==> config.mk <==
export PLATFORM = sky130hd
export DESIGN_NAME = dma_xfer_ctrl
export DESIGN_NICKNAME = d
export VERILOG_FILES = /design/src/rtl/dma_xfer_ctrl.sv
export SDC_FILE = /design/constraint.sdc
export NUM_CORES = 1
export LEC_CHECK = 0
export CAP_MARGIN = 0
export CORE_MARGIN = 2
export CORE_UTILIZATION = 50
export CTS_CLUSTER_SIZE = 25
export DETAILED_ROUTE_END_ITERATION = 8
export PLACE_DENSITY = 0.69
export SYNTH_ARGS = -nofsm -noshare
export SYNTH_HDL_FRONTEND = slang
export SYNTH_SLANG_ARGS = --single-unit
==> constraint.sdc <==
create_clock -name ACLK -period 7.48 [get_ports ACLK]
set_input_delay 2.244 -clock ACLK [delete_from_list [all_inputs] [get_ports ACLK]]
set_output_delay 2.244 -clock ACLK [all_outputs]
set_load 0.005 [all_outputs]
==> src/rtl/dma_xfer_ctrl.sv <==
// Copy-job engine: splits a word-count job into 4KB-safe read/write burst pairs,
// staging each read burst in a local FIFO before replaying it as a write burst.
module dma_xfer_ctrl #(
  parameter int unsigned MAX_BURST  = 16,
  parameter int unsigned FIFO_DEPTH = 16,
  parameter int unsigned LEN_BITS   = 16
) (
  input  logic                ACLK,
  input  logic                ARESETn,
  input  logic                start,
  input  logic [31:0]         src_addr,
  input  logic [31:0]         dst_addr,
  input  logic [LEN_BITS-1:0] xfer_len,
  input  logic                irq_clr,
  output logic                busy,
  output logic                done_irq,
  output logic [3:0]          burst_len,
  output logic                AR_valid,
  output logic [31:0]         read_addr,
  input  logic                read_data_valid,
  input  logic [31:0]         read_data,
  output logic                AW_valid,
  output logic [31:0]         write_addr,
  output logic                W_valid,
  output logic [31:0]         write_data,
  output logic                W_last,
  input  logic                master_W_done,
  input  logic                master_B_done
);

  localparam int unsigned BW = $clog2(MAX_BURST + 1);
  localparam int unsigned AW = (FIFO_DEPTH > 1) ? $clog2(FIFO_DEPTH) : 1;
  localparam int unsigned CW = $clog2(FIFO_DEPTH + 1);

  typedef enum logic [2:0] {
    S_IDLE,
    S_RD_REQ,
    S_RD_DATA,
    S_WR_REQ,
    S_WR_DATA,
    S_WR_RESP,
    S_DONE
  } state_t;

  state_t              state_q, state_d;
  logic [LEN_BITS-1:0] rem_q, rem_d;
  logic [BW-1:0]       beats_q, beats_d;
  logic [BW-1:0]       cnt_q, cnt_d;
  logic [31:0]         rd_addr_d, wr_addr_d;
  logic                irq_d;
  logic                push, pop;

  logic [31:0]         mem [FIFO_DEPTH];
  logic [AW-1:0]       rd_idx_q, rd_idx_d;
  logic [AW-1:0]       wr_idx_q, wr_idx_d;
  logic [CW-1:0]       fcnt_q, fcnt_d;
  logic                w_valid_d, w_last_d;

  // Words left before the next 4KB page starting at this byte offset (1..1024).
  function automatic logic [12:0] words_to_4k(input logic [11:0] off);
    return (13'h1000 - {1'b0, off}) >> 2;
  endfunction

  function automatic logic [BW-1:0] clamp_words(input logic [12:0] w);
    return (w >= 13'(MAX_BURST)) ? BW'(MAX_BURST) : BW'(w);
  endfunction

  function automatic logic [BW-1:0] min_b(input logic [BW-1:0] a, input logic [BW-1:0] b);
    return (a < b) ? a : b;
  endfunction

  function automatic logic [AW-1:0] next_idx(input logic [AW-1:0] i);
    return (i == AW'(FIFO_DEPTH - 1)) ? '0 : i + AW'(1);
  endfunction

  // Job sequencing and burst sizing.
  always_comb begin
    state_d   = state_q;
    rem_d     = rem_q;
    beats_d   = beats_q;
    cnt_d     = cnt_q;
    rd_addr_d = read_addr;
    wr_addr_d = write_addr;
    irq_d     = irq_clr ? 1'b0 : done_irq;
    push      = 1'b0;
    pop       = 1'b0;

    unique case (state_q)
      S_IDLE: begin
        if (start) begin
          rd_addr_d = src_addr & ~32'h3;
          wr_addr_d = dst_addr & ~32'h3;
          rem_d     = xfer_len;
          irq_d     = 1'b0;
          state_d   = (xfer_len != '0) ? S_RD_REQ : S_DONE;
        end
      end
      S_RD_REQ: begin
        cnt_d   = '0;
        state_d = S_RD_DATA;
      end
      S_RD_DATA: begin
        if (read_data_valid) begin
          push  = 1'b1;
          cnt_d = cnt_q + BW'(1);
          if (cnt_d == beats_q) state_d = S_WR_REQ;
        end
      end
      S_WR_REQ: begin
        cnt_d   = '0;
        state_d = S_WR_DATA;
      end
      S_WR_DATA: begin
        if (W_valid && master_W_done) begin
          pop   = 1'b1;
          cnt_d = cnt_q + BW'(1);
          if (W_last) state_d = S_WR_RESP;
        end
      end
      S_WR_RESP: begin
        if (master_B_done) begin
          rd_addr_d = read_addr + (32'(beats_q) << 2);
          wr_addr_d = write_addr + (32'(beats_q) << 2);
          rem_d     = rem_q - LEN_BITS'(beats_q);
          state_d   = (rem_d == '0) ? S_DONE : S_RD_REQ;
        end
      end
      S_DONE: begin
        irq_d   = 1'b1;
        state_d = S_IDLE;
      end
      default: state_d = S_IDLE;
    endcase

    // RD_REQ lasts one cycle, so this fires exactly once per burst pair.
    if (state_d == S_RD_REQ) begin
      beats_d = min_b(min_b((rem_d >= LEN_BITS'(MAX_BURST)) ? BW'(MAX_BURST) : BW'(rem_d),
                            clamp_words(words_to_4k(rd_addr_d[11:0]))),
                      clamp_words(words_to_4k(wr_addr_d[11:0])));
    end
  end

  // FIFO bookkeeping and the look-ahead for the registered write-beat outputs.
  always_comb begin
    rd_idx_d = pop  ? next_idx(rd_idx_q) : rd_idx_q;
    wr_idx_d = push ? next_idx(wr_idx_q) : wr_idx_q;
    fcnt_d   = fcnt_q;
    if (push)     fcnt_d = fcnt_q + CW'(1);
    else if (pop) fcnt_d = fcnt_q - CW'(1);
    w_valid_d = (state_d == S_WR_DATA) && (fcnt_d != '0);
    w_last_d  = w_valid_d && (cnt_d == beats_q - BW'(1));
  end

  always_ff @(posedge ACLK or negedge ARESETn) begin
    if (!ARESETn) begin
      state_q    <= S_IDLE;
      rem_q      <= '0;
      beats_q    <= '0;
      cnt_q      <= '0;
      rd_idx_q   <= '0;
      wr_idx_q   <= '0;
      fcnt_q     <= '0;
      busy       <= 1'b0;
      done_irq   <= 1'b0;
      burst_len  <= '0;
      AR_valid   <= 1'b0;
      read_addr  <= '0;
      AW_valid   <= 1'b0;
      write_addr <= '0;
      W_valid    <= 1'b0;
      write_data <= '0;
      W_last     <= 1'b0;
    end else begin
      state_q    <= state_d;
      rem_q      <= rem_d;
      beats_q    <= beats_d;
      cnt_q      <= cnt_d;
      rd_idx_q   <= rd_idx_d;
      wr_idx_q   <= wr_idx_d;
      fcnt_q     <= fcnt_d;
      busy       <= (state_d != S_IDLE) && (state_d != S_DONE);
      done_irq   <= irq_d;
      AR_valid   <= (state_d == S_RD_REQ);
      AW_valid   <= (state_d == S_WR_REQ);
      read_addr  <= rd_addr_d;
      write_addr <= wr_addr_d;
      W_valid    <= w_valid_d;
      W_last     <= w_last_d;
      if (state_d == S_RD_REQ) burst_len <= 4'(beats_d - BW'(1));
      if (w_valid_d)           write_data <= mem[rd_idx_d];
    end
  end

  // Data storage needs no reset; occupancy is tracked by fcnt_q.
  always_ff @(posedge ACLK) begin
    if (push) mem[wr_idx_q] <= read_data;
  end

endmodule

==> results.md <==
Power:
- Dividing total power by cell area gives a power density of 224 nW/um^2.
- The leakage power figure is 12.2 nW.
- The total power draw is ~7.8 mW.
- The worst IR drop on VDD is 0.000221 V.

Finish:
- Counting the fill cells in the layout gives 4163.
- Leaving out fill and tap cells, the most frequent cells in the layout are sky130_fd_sc_hd__edfxtp_1 (512), sky130_fd_sc_hd__clkdlybuf4s50_1 (215), sky130_fd_sc_hd__nand2_1 (209), sky130_fd_sc_hd__nor2_1 (149), sky130_fd_sc_hd__dfrtp_1 (148).
- The diode insertion count for antenna repair is 0.
- The library cell used most frequently in the layout, excluding fill and tap cells, is sky130_fd_sc_hd__edfxtp_1.
- The post-route core utilization is 0.617.
- From synthesis to final layout, the design area changed by 21.7%.
- The final instance area is between 30000 and 40000 um^2.
- Of the cells placed in the final design, the portion with a size suffix greater than 1 is 0.175.
- The final-stage net count is 2445.

Global routing:
- Global routing finished with a remaining overflow of 0.
- The number of antenna violations at the first check in global routing is 4.
- Entering global routing, the biggest net connects 94 pins.
- The combined global-route utilization of all metal layers is 0.254.
- The global-route wire length before repair is 113000 um.
- The number of global-route vias before repair is ~19000.

Floorplanning:
- The die covers slightly below 60000 um^2.
- Measured along the y axis, the die boundary spans between 200 and 250 um.
- The die extent in x is 244 um.
- For this configuration, the core starts out at a cell density of 0.507.
- The number of placement rows is a little under 90.
- The total area inside the core boundary comes to 56600 um^2.
- The top-level port count is about 230.

Critical path:
- The kind of start point of the critical path is a primary input.
- In this run the worst setup path begins at start.
- In this design, the stage delay of the slowest critical-path cell is 490 ps.
- The startpoint of the worst-slack reg-to-reg timing path is beats_q[2].
- The nature of the critical path endpoint is a flip-flop.
- By instance count, the cell type seen most on the critical path is sky130_fd_sc_hd__nand2_1.
- Data arrives at the worst endpoint at 7710 ps.
- The number of cells on the worst reg-to-reg path is 27.
- The slowest stage cell on the critical path is sky130_fd_sc_hd__or4_4.
- In this run the worst path has a maximum fanout of 10.
- Data on the critical path is required at its endpoint by around 8000 ps.
- The worst register-to-register path has a setup slack of 800 ps.
- The capture instance of the worst register-to-register path is burst_len[2].
- The critical path is of the primary input to flip-flop type.

Run status:
- The flow ran to the end, and the final reports show no timing, DRC or antenna violations.

Logic synthesis:
- The number of distinct library cell variants in the gate-level netlist after synthesis is 83.
- During synthesis, Yosys emitted a total of 0 warnings.
- By area the synthesized netlist is led by sky130_fd_sc_hd__edfxtp_1 (54%), sky130_fd_sc_hd__dfrtp_1 (13%), sky130_fd_sc_hd__mux4_2 (10%).
- Of the total synthesized cell area, the portion taken by full adders, half adders and majority gates is 0.0164.
- Of the post-synthesis cell area, the dominant cell type holds 0.535.
- The number of nets produced by synthesis is 2135.
- The synthesized design contains 660 register bits.
- After technology mapping, the gate count stands at 1981.
- In the synthesized netlist the dominant register cell turns out to be sky130_fd_sc_hd__edfxtp_1.
- The compound-cell area share of the yosys netlist came to 0.0820.
- Of the total synthesized cell area, the portion taken by XOR and XNOR cells is 0.0116.
- Of all flip-flops after synthesis, the portion carrying an async set or reset was 0.224.
- By area, the combinational part of the netlist is dominated by multiplexers.
- The cell taking the most area after synthesis is sky130_fd_sc_hd__edfxtp_1.
- The simple-gate share of the synthesized area is 0.0988.
- The portion of netlist area occupied by mux cells is 0.106.
- For this run, the register share of the synthesized area comes to 0.664.
- The synthesized cell area is 28700 um^2.
- The number of enable-type register cells in the synthesized netlist is 512.
- Dividing the synthesized area by the synthesized cell count gives 14.5 um^2.

Clock tree:
- The number of buffers inserted by hold repair at cts is 0.
- The maximum number of buffers from clock root to sink is 3.
- The clock-pin slew reported for the worst setup and hold paths after clock tree synthesis is about 60 ps.
- The number of levels the H-tree was split into is 3.
- The CTS buffer count is 71.
- In this run the clock root is driven by a sky130_fd_sc_hd__clkbuf_16.
- TritonCTS built the clock tree.
- The count of clock tree sinks is 660.
- Clock latency on the worst-skew pair, taken at its later pin, is 620 ps.

Routing:
- The detail-routed net length per standard cell is 24.2 um.
- The total vias in the final route is 18800.
- The count of nets left with antenna violations after detail routing is 0.
- The aggregate routed wire length is 75200 um.
- Dividing the detail-routed via count by the number of cells gives a little over 6.
- Before antenna repair, the detailed router went through 8 iterations.
- The DRC marker count from the first detailed-route iteration is 1707.
- In the routed design, unresolved DRC markers number 0.

Placement:
- Summing all placed instances gives a cell area of about 32000 um^2.
- The count of input and output buffers is between 200 and 250.
- The congestion estimate from routability-driven global placement came to 0.945.
- Once detailed placement completed, the half-perimeter wirelength came to 46100 um.

STA:
- In the finished design, the share of the clock period the worst path needs comes to 0.969.
- The final number of hold-violating endpoints was 0.
- Setup repair after global routing left no endpoint under its margin.
- Counting I/O delays and the setup requirement, the final critical path takes 7250 ps.
- Static timing analysis puts the maximum clock frequency at 138 MHz.
- At the pin with the least slew margin, the transition time is 1120 ps.
- The final total negative setup slack is 0 ps.
- The worst slack on hold paths is between 400 and 500 ps.
- Clock skew on the completed layout was measured at 20.4 ps.
- The final count of pins violating max slew is 0.
- The relative slew slack is 0.256.
- Setup violations remaining at the end of the flow were counted as 0.

Min path:
- The cell depth of the worst hold path is 1.
- The path with the worst hold slack has its endpoint at fcnt_q[4].
- The class of the tightest hold or removal check is flip-flop to flip-flop.
- The start point of the worst hold path is fcnt_q[4].

Flow run:
- The max-capacitance violation count is 0.
[report_power, final]
group	internal [mW]	total (mW)	switching, mW
Sequential	3.98	4.00	0.0277
Clock	2.13	3.57	1.44
Combinational	0.128	0.263	0.135
[flip-flops by register name (all words and copies together), names as in the netlist]
signal and count:
fcnt_q 5, wr_idx_q 4, rd_idx_q 4, W_last 1, busy 1, AW_valid 1, state_q 3, beats_q 5
W_valid 1, read_addr 32, cnt_q 5, AR_valid 1, rem_q 16, burst_len 4, write_data 32, mem 512
done_irq 1, write_addr 32
[per-stage QoR]
| stage | setup WS (ps) | std cells |
|---|---|---|
| 3_3_place_gp | -699 | 2971 |
| 5_1_grt | 18.6 | 3103 |
| 3_5_place_dp | -687 | 2971 |
| 4_1_cts | 72.1 | 3100 |
| 2_1_floorplan | 69.4 | 1981 |
| 6_report | 234 | 3103 |
[synth_stat cells, types with 13 or more instances]
| library cell | count |
|---|---|
| sky130_fd_sc_hd__o21ai_0 | 144 |
| sky130_fd_sc_hd__and2_1 | 13 |
| sky130_fd_sc_hd__nand3_1 | 73 |
| sky130_fd_sc_hd__nor4_1 | 19 |
| sky130_fd_sc_hd__nor2_1 | 153 |
| sky130_fd_sc_hd__xnor2_1 | 24 |
| sky130_fd_sc_hd__edfxtp_1 | 512 |
| sky130_fd_sc_hd__inv_1 | 51 |
| sky130_fd_sc_hd__a221o_1 | 25 |
| sky130_fd_sc_hd__a22oi_1 | 16 |
| sky130_fd_sc_hd__mux4_2 | 128 |
| sky130_fd_sc_hd__nand2_1 | 210 |
| sky130_fd_sc_hd__nand4_1 | 14 |
| sky130_fd_sc_hd__xor2_1 | 14 |
| sky130_fd_sc_hd__buf_1 | 21 |
| sky130_fd_sc_hd__dfrtp_1 | 148 |
| sky130_fd_sc_hd__a21oi_1 | 35 |
| sky130_fd_sc_hd__ha_1 | 32 |
| sky130_fd_sc_hd__clkbuf_1 | 66 |
| sky130_fd_sc_hd__and3_1 | 28 |
| sky130_fd_sc_hd__nor3_1 | 34 |
[worst max path at each step]
stage                     cells after the start      endpoint
after floorplan                              26  burst_len[2]
final                                        25  burst_len[2]
after global routing                         25  burst_len[2]
after CTS                                    27  burst_len[3]
after global placement                       28  burst_len[3]
after detailed placement                     25  burst_len[2]
[critical path: cells and delay by family]
family	cells	cell delay (ps)
compound gates	10	2080
xor+xnor	1	140
fa+ha+maj	3	660
buf+inv	3	610
mux	2	560
simple gates	6	1380
[what timing repair did]
item,in CTS,in global routing
gates resized for setup,1,17
setup buffers,0,3
pin swaps,0,10
gates cloned,0,0
setup endpoints to repair,3,3
[routing by layer]
metal | part of all wire | track usage | vias up
met3 | 0.075 | 0.0470 | 156
met2 | 0.49 | 0.424 | 812
met4 | 0.028 | 0.0823 | 8
met1 | 0.40 | 0.339 | 9496
met5 | 0.00077 | 0 | -
li1 | - | - | 8320
[cell type report]
class                   instances  area, um^2  share of cell area
inverters                      51         200             0.00573
clock buffers                  96        1950              0.0559
flip-flops and latches        660       19100               0.546
multi-input cells            1168        9200               0.263
well taps                     756         946              0.0271
clock inverters                33         425              0.0122
repair buffers                339        3140              0.0899
[kinds of logic after synthesis]
logic type	Yosys count
flops	660
mux	143
xor+xnor	38
fa+ha+maj	36
compound gates	352
buf+inv	153
simple gates	599
No activity file was read; power rests on OpenSTA's default activity.
